[config.mk]
export PLATFORM = sky130hd
export DESIGN_NAME = crc_lfsr_engine_flat
export DESIGN_NICKNAME = d
export VERILOG_FILES = /design/src/rtl/crc_lfsr_engine_pkg.sv /design/src/rtl/crc_lfsr_engine_if.sv /design/src/rtl/crc_lfsr_engine_core.sv /design/src/rtl/crc_lfsr_engine.sv /design/src/flat_wrapper.sv
export SDC_FILE = /design/constraint.sdc
export NUM_CORES = 1
export LEC_CHECK = 0
export ABC_AREA = 0
export BUFFER_PORTS_ARGS = -buffer_cell sky130_fd_sc_hd__buf_2
export CORE_ASPECT_RATIO = 0.7
export CORE_MARGIN = 4
export CORE_UTILIZATION = 35
export CTS_BUF_LIST = sky130_fd_sc_hd__clkbuf_8
export DETAILED_ROUTE_END_ITERATION = 12
export PLACE_DENSITY = 0.57
export SYNTH_ARGS = -nofsm -noshare
export SYNTH_HDL_FRONTEND = slang
export SYNTH_HIERARCHICAL = 1
export SYNTH_SLANG_ARGS = --single-unit
[constraint.sdc]
create_clock -name clk -period 3.3 [get_ports clk]
set_input_delay 0.66 -clock clk [delete_from_list [all_inputs] [get_ports clk]]
set_output_delay 0.66 -clock clk [all_outputs]
set_load 0.01 [all_outputs]
[src/rtl/crc_lfsr_engine_pkg.sv]
// Shared types and bit-level helpers for the serial CRC engine.
// Both helpers work on 32-bit containers, using only the low w bits.
package crc_pkg;

   typedef enum logic [1:0] {IDLE, SHIFT, WAIT, DONE} state_t;

   // One Galois LFSR step: feedback is the register MSB XOR the incoming bit.
   function automatic logic [31:0] crc_step(input logic [31:0] lfsr,
                                            input logic        b,
                                            input logic [31:0] poly,
                                            input int          w);
      logic [31:0] mask;
      logic        fb;
      mask = (w >= 32) ? 32'hFFFF_FFFF : ((32'd1 << w) - 32'd1);
      fb   = lfsr[5'(w - 1)] ^ b;
      return ((lfsr << 1) ^ (fb ? poly : 32'd0)) & mask;
   endfunction

   function automatic logic [31:0] bit_reverse(input logic [31:0] v,
                                               input int          w);
      logic [31:0] r;
      r = '0;
      for (int i = 0; i < 32; i++) begin
         if (i < w) r[5'(i)] = v[5'(w - 1 - i)];
      end
      return r;
   endfunction

endpackage

[src/rtl/crc_lfsr_engine_if.sv]
// Word-stream input and held-result output of the CRC engine.
// Handshakes: a transfer happens on a rising clk edge where valid and ready are both 1; valid is held until then.
interface crc_lfsr_engine_if #(
   parameter int DATA_W = 10,
   parameter int CRC_W  = 9
);
   logic              in_valid;
   logic              in_ready;
   logic [DATA_W-1:0] in_data;
   logic              in_last;
   logic              chk_mode;
   logic              out_valid;
   logic              out_ready;
   logic [CRC_W-1:0]  crc_out;
   logic              crc_ok;
   logic              busy;

   modport slave (
      input  in_valid, in_data, in_last, chk_mode, out_ready,
      output in_ready, out_valid, crc_out, crc_ok, busy
   );

   modport master (
      output in_valid, in_data, in_last, chk_mode, out_ready,
      input  in_ready, out_valid, crc_out, crc_ok, busy
   );
endinterface

[src/rtl/crc_lfsr_engine_core.sv]
// LFSR register of the CRC engine: load to INIT, or advance one serial bit.
// o_lfsr_next is the value the register takes on a shift, so the engine can capture the final CRC on the same edge.
module crc_lfsr_core
   import crc_pkg::*;
#(
   parameter int             CRC_W = 9,
   parameter logic [CRC_W-1:0] POLY  = 9'h003,
   parameter logic [CRC_W-1:0] INIT  = '0
) (
   input  logic             clk,
   input  logic             reset,
   input  logic             i_load_init,
   input  logic             i_shift_en,
   input  logic             i_bit,
   output logic [CRC_W-1:0] o_lfsr,
   output logic [CRC_W-1:0] o_lfsr_next
);
   logic [CRC_W-1:0] r_lfsr;

   assign o_lfsr_next = CRC_W'(crc_step(32'(r_lfsr), i_bit, 32'(POLY), CRC_W));
   assign o_lfsr      = r_lfsr;

   always_ff @(posedge clk or posedge reset) begin
      if (reset) begin
         r_lfsr <= INIT;
      end else if (i_load_init) begin
         r_lfsr <= INIT;
      end else if (i_shift_en) begin
         r_lfsr <= o_lfsr_next;
      end
   end
endmodule

[src/rtl/crc_lfsr_engine.sv]
// Bit-serial CRC generator/checker: words in over a handshake, one bit per clk, result held at frame end.
// Optional macro CRC_REFLECT_EN: shift words LSB-first and bit-reverse crc_out (reflected CRCs).
module crc_lfsr_engine
   import crc_pkg::*;
#(
   parameter int               DATA_W  = 10,
   parameter int               CRC_W   = 9,
   parameter logic [CRC_W-1:0] POLY    = 9'h003,
   parameter logic [CRC_W-1:0] INIT    = {CRC_W{1'b0}},
   parameter logic [CRC_W-1:0] XOROUT  = {CRC_W{1'b0}},
   parameter logic [CRC_W-1:0] RESIDUE = {CRC_W{1'b0}}
) (
   input  logic                clk,
   input  logic                reset,
   input  logic                clear,
   crc_lfsr_engine_if.slave    bus,
   output state_t              o_dbg_state
);
   localparam int CNT_W = (DATA_W > 1) ? $clog2(DATA_W) : 1;

   state_t            r_state, w_state_next;
   logic [DATA_W-1:0] r_word;
   logic              r_last;
   logic              r_chk;
   logic [CNT_W-1:0]  r_cnt;
   logic              r_out_valid;
   logic [CRC_W-1:0]  r_crc_out;
   logic              r_crc_ok;

   logic              w_in_ready;
   logic              w_accept;
   logic              w_load_init;
   logic              w_shift_en;
   logic              w_enter_done;
   logic              w_out_accept;
   logic              w_cnt_end;
   logic              w_bit;
   logic [CRC_W-1:0]  w_lfsr;
   logic [CRC_W-1:0]  w_lfsr_next;
   logic [CRC_W-1:0]  w_crc_final;

   assign w_cnt_end = (r_cnt == CNT_W'(DATA_W - 1));

`ifdef CRC_REFLECT_EN
   assign w_bit       = r_word[0];
   assign w_crc_final = CRC_W'(bit_reverse(32'(w_lfsr_next), CRC_W)) ^ XOROUT;
`else
   assign w_bit       = r_word[DATA_W-1];
   assign w_crc_final = w_lfsr_next ^ XOROUT;
`endif

   crc_lfsr_core #(
      .CRC_W (CRC_W),
      .POLY  (POLY),
      .INIT  (INIT)
   ) u_core (
      .clk         (clk),
      .reset       (reset),
      .i_load_init (w_load_init),
      .i_shift_en  (w_shift_en),
      .i_bit       (w_bit),
      .o_lfsr      (w_lfsr),
      .o_lfsr_next (w_lfsr_next)
   );

   always_ff @(posedge clk or posedge reset) begin
      if (reset) r_state <= IDLE;
      else       r_state <= w_state_next;
   end

   always_comb begin
      w_state_next = r_state;
      w_in_ready   = 1'b0;
      w_accept     = 1'b0;
      w_load_init  = 1'b0;
      w_shift_en   = 1'b0;
      w_enter_done = 1'b0;
      w_out_accept = 1'b0;
      case (r_state)
         IDLE: begin
            w_in_ready  = 1'b1;
            w_load_init = 1'b1;
            if (bus.in_valid) begin
               w_accept     = 1'b1;
               w_state_next = SHIFT;
            end
         end
         SHIFT: begin
            w_shift_en = 1'b1;
            if (w_cnt_end) begin
               w_enter_done = r_last;
               w_state_next = r_last ? DONE : WAIT;
            end
         end
         WAIT: begin
            w_in_ready = 1'b1;
            if (bus.in_valid) begin
               w_accept     = 1'b1;
               w_state_next = SHIFT;
            end
         end
         DONE: begin
            if (bus.out_ready) begin
               w_out_accept = 1'b1;
               w_load_init  = 1'b1;
               w_state_next = IDLE;
            end
         end
         default: w_state_next = IDLE;
      endcase
      // Abort outranks any handshake or shift landing in the same cycle.
      if (clear) begin
         w_state_next = IDLE;
         w_load_init  = 1'b1;
         w_accept     = 1'b0;
         w_shift_en   = 1'b0;
         w_enter_done = 1'b0;
         w_out_accept = 1'b0;
      end
   end

   always_ff @(posedge clk or posedge reset) begin
      if (reset) begin
         r_word      <= '0;
         r_last      <= 1'b0;
         r_chk       <= 1'b0;
         r_cnt       <= '0;
         r_out_valid <= 1'b0;
         r_crc_out   <= '0;
         r_crc_ok    <= 1'b0;
      end else begin
         if (w_accept) begin
            r_word <= bus.in_data;
            r_last <= bus.in_last;
            r_cnt  <= '0;
            if (r_state == IDLE) r_chk <= bus.chk_mode;
         end else if (w_shift_en) begin
`ifdef CRC_REFLECT_EN
            r_word <= r_word >> 1;
`else
            r_word <= r_word << 1;
`endif
            r_cnt  <= w_cnt_end ? '0 : r_cnt + CNT_W'(1);
         end
         if (clear || w_out_accept) begin
            r_out_valid <= 1'b0;
         end else if (w_enter_done) begin
            r_out_valid <= 1'b1;
            r_crc_out   <= w_crc_final;
            r_crc_ok    <= r_chk & (w_lfsr_next == RESIDUE);
         end
      end
   end

   assign bus.in_ready  = w_in_ready;
   assign bus.out_valid = r_out_valid;
   assign bus.crc_out   = r_crc_out;
   assign bus.crc_ok    = r_crc_ok;
   assign bus.busy      = (r_state != IDLE);
   assign o_dbg_state   = r_state;
endmodule

[src/flat_wrapper.sv]
// flat-port wrapper written by rule: the top's interface ports become plain ports
module crc_lfsr_engine_flat import crc_pkg::*;
#(
   parameter int               DATA_W  = 10,
   parameter int               CRC_W   = 9,
   parameter logic [CRC_W-1:0] POLY    = 9'h003,
   parameter logic [CRC_W-1:0] INIT    = {CRC_W{1'b0}},
   parameter logic [CRC_W-1:0] XOROUT  = {CRC_W{1'b0}},
   parameter logic [CRC_W-1:0] RESIDUE = {CRC_W{1'b0}}
)
  (clk, reset, clear, o_dbg_state, bus_in_valid, bus_in_data, bus_in_last, bus_chk_mode, bus_out_ready, bus_in_ready, bus_out_valid, bus_crc_out, bus_crc_ok, bus_busy);
  crc_lfsr_engine_if #(.DATA_W(DATA_W), .CRC_W(CRC_W)) bus_i ();
  input  logic clk;
  input  logic reset;
  input  logic clear;
  output state_t o_dbg_state;
  input wire logic [$bits(bus_i.in_valid)-1:0] bus_in_valid;
  input wire logic [$bits(bus_i.in_data)-1:0] bus_in_data;
  input wire logic [$bits(bus_i.in_last)-1:0] bus_in_last;
  input wire logic [$bits(bus_i.chk_mode)-1:0] bus_chk_mode;
  input wire logic [$bits(bus_i.out_ready)-1:0] bus_out_ready;
  output wire logic [$bits(bus_i.in_ready)-1:0] bus_in_ready;
  output wire logic [$bits(bus_i.out_valid)-1:0] bus_out_valid;
  output wire logic [$bits(bus_i.crc_out)-1:0] bus_crc_out;
  output wire logic [$bits(bus_i.crc_ok)-1:0] bus_crc_ok;
  output wire logic [$bits(bus_i.busy)-1:0] bus_busy;
  assign bus_i.in_valid = bus_in_valid;
  assign bus_i.in_data = bus_in_data;
  assign bus_i.in_last = bus_in_last;
  assign bus_i.chk_mode = bus_chk_mode;
  assign bus_i.out_ready = bus_out_ready;
  assign bus_in_ready = bus_i.in_ready;
  assign bus_out_valid = bus_i.out_valid;
  assign bus_crc_out = bus_i.crc_out;
  assign bus_crc_ok = bus_i.crc_ok;
  assign bus_busy = bus_i.busy;
  crc_lfsr_engine #(.DATA_W(DATA_W), .CRC_W(CRC_W), .POLY(POLY), .INIT(INIT), .XOROUT(XOROUT), .RESIDUE(RESIDUE)) u_core (.clk(clk), .reset(reset), .clear(clear), .bus(bus_i), .o_dbg_state(o_dbg_state));
endmodule
# Word level (Yosys, flattened, before mapping)
# Index checks and enable logic that the tools add are counted.
dict set report word_totals {
  word_cells 62
  output_inout_bits 15
  in_bits 17
  reg_bits 38
}
dict set report op_classes {
  n_reduce_logical 11
  n_bitwise 4
  addsub 1
  mux 30
  n_eq_ne 7
}
# op n
set op_table {}
lappend op_table {{10-bit two-way mux} 2}
lappend op_table {{9-bit two-way mux} 2}
lappend op_table {{1-bit two-way mux} 16}
lappend op_table {{4-bit two-way mux} 3}
lappend op_table {{2-bit two-way mux} 5}
lappend op_table {{9-bit zero test} 1}
lappend op_table {{9-bit by 2-bit XOR with 9-bit output} 1}
lappend op_table {{2-bit nonzero test} 4}
lappend op_table {{2-bit case mux with 3 select lines} 1}
lappend op_table {{4-bit by 1-bit adder with 4-bit output (second input constant)} 1}
lappend op_table {{2-bit equality test (second input constant)} 2}
lappend op_table {{4-bit equality test (second input constant)} 1}
lappend op_table {{2-bit AND reduction} 2}
lappend op_table {{3-bit by 1-bit != test with 1-bit output (second input constant)} 1}
lappend op_table {{3-bit by 2-bit != test with 1-bit output (second input constant)} 1}
lappend op_table {{3-bit != test (second input constant)} 1}
lappend op_table {{3-bit AND reduction} 1}
lappend op_table {{2-bit by 1-bit equality test with 1-bit output (second input constant)} 1}
lappend op_table {{2-bit zero test} 1}
lappend op_table {{1-bit case mux with 2 select lines} 1}
lappend op_table {{2-bit OR reduction} 1}
lappend op_table {{1-bit bitwise AND} 1}
lappend op_table {{1-bit logical OR} 1}
lappend op_table {{1-bit inverter} 1}
lappend op_table {{1-bit XOR} 1}

# Logic depth before layout (Yosys ltp)
# Gate-level depths: netlist of run 1.
dict set report depth {
  ltp_word 6
  ltp_mapped 7
  depth_no_buf 6
}

# Hierarchy
# Netlist of run 1, hierarchy kept.
# mod seq_area_each_um2 cells_per_inst area_each_um2 n_inst
set by_module_without_submodules {}
lappend by_module_without_submodules {crc_lfsr_engine 725.7 117 1491.4 1}
lappend by_module_without_submodules {crc_lfsr_core 225.2 39 450.4 1}

# Worst setup path before layout of run 1
# No wires, ideal clock.
dict set report synth_path {
  path_kind {register to register}
  from {register u_core.r_state[0] (netlist: u_core/o_dbg_state[0])}
  to {register u_core.r_word[1]}
  synth_period_minus_slack_ps 1810
  path_slack_ps 1490
  stages_incl_launch_ff 8
  arrival_time_ps 1685
  n_path_buf 2
  path_cell_list {dfrtp_1 -> inv_1 -> ha_1 -> or2_1 -> buf_2 -> nand3b_1 -> buf_4 -> mux2_2}
}
dict set report synth_via {
  elab_chain_cells 5
}
# item line_no
set synth_rtl {}
lappend synth_rtl {{start: declaration} crc_lfsr_engine.sv:21} ;# state_t r_state, w_state_next;
lappend synth_rtl {{start signal: assignment} crc_lfsr_engine.sv:68} ;# else r_state <= w_state_next;
lappend synth_rtl {{2-bit equality test or 2-bit zero test (tied branches)} crc_lfsr_engine.sv:79} ;# case (r_state)
lappend synth_rtl {{2-bit OR reduction (no source line)} n/a}
lappend synth_rtl {{1-bit two-way mux} n/a}
lappend synth_rtl {{1-bit two-way mux} crc_lfsr_engine.sv:112} ;# if (clear) begin
lappend synth_rtl {{10-bit two-way mux or 2-bit nonzero test (tied branches)} n/a}
lappend synth_rtl {{end signal: assignment} crc_lfsr_engine.sv:133} ;# r_word <= bus.in_data;
lappend synth_rtl {{end signal: assignment} crc_lfsr_engine.sv:141} ;# r_word <= r_word << 1;
lappend synth_rtl {{end: declaration} crc_lfsr_engine.sv:22} ;# logic [DATA_W-1:0] r_word;
# Several ways; a longest one is shown, not always the timed one.
# A chain may end at the register's enable or synchronous reset.

# Worst setup path after layout of run 1
dict set report layout_path {
  from {register u_core.r_state[0] (netlist: u_core/o_dbg_state[0])}
  to {output bus_in_ready}
}
dict set report layout_via {
  elab_chain_cells 3
}
# item line_no
set layout_rtl {}
lappend layout_rtl {{2-bit equality test or 2-bit zero test (tied branches)} crc_lfsr_engine.sv:79}
lappend layout_rtl {{2-bit OR reduction (no source line) *} n/a}
lappend layout_rtl {{1-bit two-way mux *} crc_lfsr_engine.sv:79}
lappend layout_rtl {{end: declaration} flat_wrapper.sv:22} ;# output wire logic [$bits(bus_i.in_ready)-1:0] bus_in_ready;
# Every way passes the cells marked *; elsewhere a longest branch is shown, timed or not.

==> flow_metrics.py, run 1 <==
metrics = {
    "synth": {
        "ys_top_cells_by_area": "dfrtp_1 49%, mux2_1 12%, mux2_2 5.2%",
        "ys.flop_type": "dfrtp_1",
        "syn_avg_cell_area_um2": 12.4,
        "syn_inst": 156,
        "async_flop_share": 1.00,
        "synth-edff-count": 0,
        "synthesis.area_um2": 1940,
        "yosysTopAreaCell": "dfrtp_1",
        "yosys_register_bits": 38,
        "yosys.area.top_type_share": 0.490,
        "ys_seq_area_frac": 0.490,
        "synth.distinct_cells": 39,
        "synth_most_common_cell": "dfrtp_1",
        "synth_common_cells": "38 x dfrtp_1, 21 x mux2_1, 10 x mux2i_1, 10 x nor2_1",
        "syn_nets": 179,
        "yosysWarnings": 6,
    },
    "power": {
        "vdd_drop_max_uv": 267,
        "power.density_nw_per_um2": 619,
        "p_leak_nw": 1.10,
        "p_total_w": 0.00135,
    },
    "timing": {
        "tightest_slew_ns": 1.13,
        "worst_slack_ns": 1.13,
        "fin_worst_skew_ns": 0.00540,
        "layout_min_cycle_time_ns": 2.17,
        "finalSetupTns_ns": 0,
        "period_share": 0.659,
        "fmax_mhz": 460,
        "grt_setup_unrepaired": "no",
        "slew_headroom": 0.243,
        "slew_violations": 0,
        "setup_viol": 0,
        "final_hold_viol_count": 0,
    },
    "route": {
        "postRouteAntennaNets": 0,
        "drtIter0Drc": 49,
        "wl_per_cell_um": 15.3,
        "drcViolationCount": 0,
        "drt-total-wl_um": 3870,
        "drt-pass1-iter-count": 4,
        "vias_per_cell": 4.99,
        "vias": 1268,
    },
    "global_routing": {
        "first_global_vias": 1305,
        "grt_pass1_wl_um": 6580,
        "antenna_found_initial": 0,
        "track_usage": 0.120,
        "grt_max_degree": 30,
        "overflow": 0,
    },
    "finish": {
        "fill_cells": 515,
        "fin_area_um2": 2190,
        "drive_gt1_frac": 0.291,
        "regArea_um2": 951,
        "final_util": 0.411,
        "diodes": 0,
        "final_nets": 204,
        "multi_input_area_um2": 861,
        "area_growth_pct": 12.6,
    },
    "hold_path": {
        "worstHoldPathType": "primary input to async pin",
    },
    "die": {
        "core-area_um2": 5310,
        "die_h_um": 70.3,
        "die-area_um2": 6820,
        "rows": 22,
        "io_pins": 32,
        "die_w_um": 97.0,
        "start_util": 0.366,
    },
    "cts": {
        "clk_path_buf_depth": 2,
        "cts.sinks": 38,
        "insertion_delay_ns": 0.28,
        "post_cts_buffers": 0,
        "path_clk_slew_ns": 0.07,
        "htreeDepth": 2,
        "root_buffer": "clkbuf_8",
        "cts_buffers": 5,
        "cts_resized": 0,
        "cts_tree": "yes",
        "hold_buffers": 0,
    },
    "setup_path": {
        "crit_path_cell_trace": "inv_1 > ha_1 > or2_1 > buf_2",
        "crit_path_start_kind": "register",
        "crit_required_ns": 2.64,
        "endpoint_kind": "primary output",
        "max_stage_delay_ns": 0.40,
        "cp.depth": 4,
        "cp_max_fo": 6,
        "critical_path_arrival_ns": 1.51,
        "path_delay_family": "flip-flops",
        "slowest_stage": "dfrtp_1",
        "path_buf_inv": 2,
        "rr_worst_depth": 5,
        "crit_type": "register to primary output",
    },
    "status": {
        "status": "completed",
    },
    "job": {
        "cap_violations": 0,
    },
    "placed_design": {
        "dp_hpwl_um": 2940,
        "dpl_cell_area_um2": 2090,
        "place.gp.congestion": 0.780,
        "pre_cts_slack_ns": 1.23,
        "portBuffers": 31,
    },
}
cell usage in the layout, fill, tap and decap left out, types with 3 or more instances in the layout:
master,n
a21oi_1,4
buf_2,31
clkbuf_8,6
dfrtp_1,38
ha_1,6
inv_1,8
mux2_1,21
mux2_2,9
mux2i_1,10
nand2_1,5
nand3b_1,3
nor2_1,10
metrics by stage:
stage | hold WS, ns | std cells
final | 0.343 | 254
after global routing | 0.375 | 254
after CTS | 0.345 | 254
after detailed placement | 0.480 | 246
after global placement | 0.472 | 246
after floorplan | 0.457 | 156
worst register-to-register path, cell delays in order, from the launching register on:
cell,delay [ns]
dfrtp_1,0.40
inv_1,0.09
ha_1,0.25
or2_1,0.31
nand3b_1,0.41
mux2_2,0.40
cells by family after synthesis:
logic type                 after synthesis  synth area share
AOI/OAI and AO/OA                       17            0.0625
xor gates and xnor gates                 2            0.0174
adders and majority gates                6            0.0387
buffers and inverters                   22            0.0670
DFF                                     38             0.490
muxes                                   40             0.226
and+or+nand+nor                         31            0.0992
state kept, by name (all words and copies together) (netlist names):
name and count:
u_core/o_dbg_state 2, u_core/bus.out_valid 1, u_core/r_last 1, u_core/bus.crc_out 9, u_core/r_word 10, u_core/r_chk 1
u_core/bus.crc_ok 1, u_core/u_core/o_lfsr 9, u_core/r_cnt 4
worst paths after layout:
kind	startpoint	to	slack (ns)
setup / recovery	u_core/o_dbg_state[0]	bus_in_ready	1.13
hold / removal	reset	u_core/u_core/o_lfsr[4]	0.34
setup reg to reg	u_core/o_dbg_state[0]	u_core/r_word[1]	1.32
hold reg to reg	u_core/bus.crc_out[6]	u_core/bus.crc_out[6]	0.49
max in group asynchronous	reset	u_core/r_word[2]	1.95
min in group clk	u_core/bus.crc_out[6]	u_core/bus.crc_out[6]	0.49
cell type report:
class                           instances  share of cell area
Multi-Input combinational cell         96               0.394
Inverter                                9              0.0172
Tap cell                               72              0.0412
Clock inverter                          2             0.00401
Timing Repair Buffer                   31              0.0710
Sequential cell                        38               0.435
Clock buffer                            6              0.0378
report_power, final:
part	total (W)	leakage [nW]	internal, W	switching, W
clock	0.000324	0.0524	0.000165	0.000158
combinational	0.000406	0.540	0.000205	0.000201
sequential	0.000624	0.503	0.000557	0.0000672
layer usage:
| layer | track usage | up-vias | share of wire |
|---|---|---|---|
| li1 | - | 597 | - |
| met1 | 0.160 | 639 | 0.48 |
| met2 | 0.187 | 24 | 0.47 |
| met3 | 0.0289 | 8 | 0.033 |
| met4 | 0.0498 | 0 | 0.020 |
| met5 | 0 | - | 0 |
(Power assumes the default switching activity.)
==> inputs of run 2 (changes only) <==
==> constraint.sdc (replaced) <==
create_clock -name clk -period 2.15 [get_ports clk]
set_input_delay 0.43 -clock clk [delete_from_list [all_inputs] [get_ports clk]]
set_output_delay 0.43 -clock clk [all_outputs]
set_load 0.01 [all_outputs]
==> run 2 against run 1 <==
Effect of this change: routed wire length fell by 4.0%; sequential share of layout area fell by 0.66 points; worst hold slack got worse by 0.24 ns; register-to-register slack got worse by 1.1 ns; count of clock-buffer cells in the layout unchanged; cell area increased by 1.5%; clock power grew 55%; critical path type is now register to register; critical endpoint is now u_core/r_word[7]; highest routed layer unchanged.
==> flow_metrics.py, run 2 (same netlist as run 1, synthesis figures left out) <==
metrics = {
    "route": {
        "drt-total-wl_um": 3720,
        "drt-pass1-iter-count": 4,
        "postRouteAntennaNets": 0,
        "wl_per_cell_um": 14.4,
        "vias_per_cell": 4.72,
        "drtIter0Drc": 67,
        "drcViolationCount": 0,
        "vias": 1217,
    },
    "timing": {
        "setup_viol": 0,
        "slew_headroom": 0.658,
        "fmax_mhz": 507,
        "final_hold_viol_count": 0,
        "slew_violations": 0,
        "finalSetupTns_ns": 0,
        "fin_worst_skew_ns": 0.00976,
        "grt_setup_unrepaired": "no",
        "tightest_slew_ns": 0.511,
        "layout_min_cycle_time_ns": 1.97,
        "period_share": 0.917,
    },
    "hold_path": {
        "worstHoldPathType": "primary input to async pin",
    },
    "setup_path": {
        "endpoint_kind": "register",
        "startpoint": "u_core/o_dbg_state[0]",
        "crit_path_start_kind": "register",
        "critical_path_arrival_ns": 2.14,
        "rr_endpoint": "u_core/r_word[7]",
        "rr_startpoint": "u_core/o_dbg_state[0]",
        "cp_max_fo": 10,
        "ff2ff_setup_slack_ns": 0.18,
        "rr_worst_depth": 5,
        "crit_type": "register to register",
        "crit_required_ns": 2.32,
        "endpoint": "u_core/r_word[7]",
    },
    "cts": {
        "htreeDepth": 2,
        "cts_tree": "yes",
        "cts.sinks": 38,
        "insertion_delay_ns": 0.29,
        "cts_resized": 0,
        "clk_path_buf_depth": 2,
        "cts_buffers": 5,
        "hold_buffers": 0,
        "post_cts_buffers": 0,
        "path_clk_slew_ns": 0.08,
        "root_buffer": "clkbuf_8",
    },
    "global_routing": {
        "use_met2": 0.189,
        "grt.met1_usage": 0.157,
        "grt_max_degree": 19,
        "overflow": 0,
        "grt-busiest-layer": "met2",
        "first_global_vias": 1351,
        "grt_util_met3": 0.0369,
        "antenna_found_initial": 0,
        "grt_pass1_wl_um": 6580,
        "track_usage": 0.120,
    },
    "power": {
        "switchingPower_w": 0.000655,
        "clkPwrFrac": 0.239,
        "p_sw_frac": 0.312,
        "power.density_nw_per_um2": 945,
        "vdd_drop_max_uv": 288,
        "p_leak_nw": 1.11,
        "power_frac_seq": 0.457,
        "intPower_w": 0.00144,
        "p_comb_frac": 0.304,
    },
    "finish": {
        "area_growth_pct": 14.3,
        "final_nets": 208,
        "drive_gt1_frac": 0.312,
        "top_register": "u_core/r_word",
        "final_common_cell": "dfrtp_1",
        "layout_common_cells": "38 x dfrtp_1, 31 x buf_2, 21 x mux2_1",
        "diodes": 0,
        "fin_area_um2": 2220,
        "largest_register_ffs": 10,
    },
    "status": {
        "status": "completed",
    },
    "placed_design": {
        "dp_hpwl_um": 2910,
        "place.gp.congestion": 0.732,
        "dpl_cell_area_um2": 2120,
        "portBuffers": 31,
    },
    "die": {
        "io_pins": 32,
        "die_h_um": 70.3,
        "die_w_um": 97.0,
        "start_util": 0.366,
        "die-area_um2": 6820,
        "core-area_um2": 5310,
        "rows": 22,
    },
    "job": {
        "cap_violations": 0,
    },
}
-- run 2: stage by stage --
step           utilization  cells  worst slack (ns)  hold WS [ns]  total power [W]
6_report             0.418    258             0.177         0.103          0.00210
5_1_grt              0.418    258            0.0257         0.122          0.00226
4_1_cts              0.418    258             0.182         0.110          0.00213
3_5_place_dp         0.400    250             0.196         0.432          0.00162
3_3_place_gp         0.400    250             0.287         0.413          0.00158
2_1_floorplan            -    156             0.340         0.258          0.00145
-- run 2: critical path, cell delays in order (launching register included) --
cell,delay (ns)
dfrtp_1,0.40
inv_1,0.10
ha_1,0.25
or2_1,0.31
nand3b_1,0.41
mux2_2,0.40
-- run 2: worst min-delay path by stage --
stage               startpoint                      end  slack, ns  cells past startpoint
global placement         reset  u_core/u_core/o_lfsr[7]       0.41                      2
floorplan                reset  u_core/u_core/o_lfsr[0]       0.26                      1
finish                   reset  u_core/u_core/o_lfsr[2]       0.10                      2
CTS                      reset  u_core/u_core/o_lfsr[2]       0.11                      2
global route             reset  u_core/u_core/o_lfsr[2]       0.12                      2
detailed placement       reset  u_core/u_core/o_lfsr[2]       0.43                      2
-- run 2: power groups by stage --
| stage | clock network, W | registers, W | logic (W) |
|---|---|---|---|
| after floorplan | 0 | 0.000945 | 0.000504 |
| after global placement | 0 | 0.000962 | 0.000616 |
| after detailed placement | 0 | 0.000974 | 0.000645 |
| after CTS | 0.000522 | 0.000960 | 0.000647 |
| after global routing | 0.000553 | 0.000983 | 0.000722 |
| final | 0.000502 | 0.000958 | 0.000638 |
-- run 2: final cells by class --
class / count / area, µm²
Inverter: 9 / 37.5
Tap cell: 72 / 90.1
Sequential cell: 38 / 951
Multi-Input combinational cell: 96 / 861
Clock buffer: 6 / 82.6
Timing Repair Buffer: 35 / 185
Fill cell: 517 / 3090
Clock inverter: 2 / 12.5
-- run 2: layer usage --
layer  part of all wire  routed length [µm]
met5                  0                   0
met4              0.010                  38
met3              0.042                 156
met2               0.46                1730
met1               0.48                1800
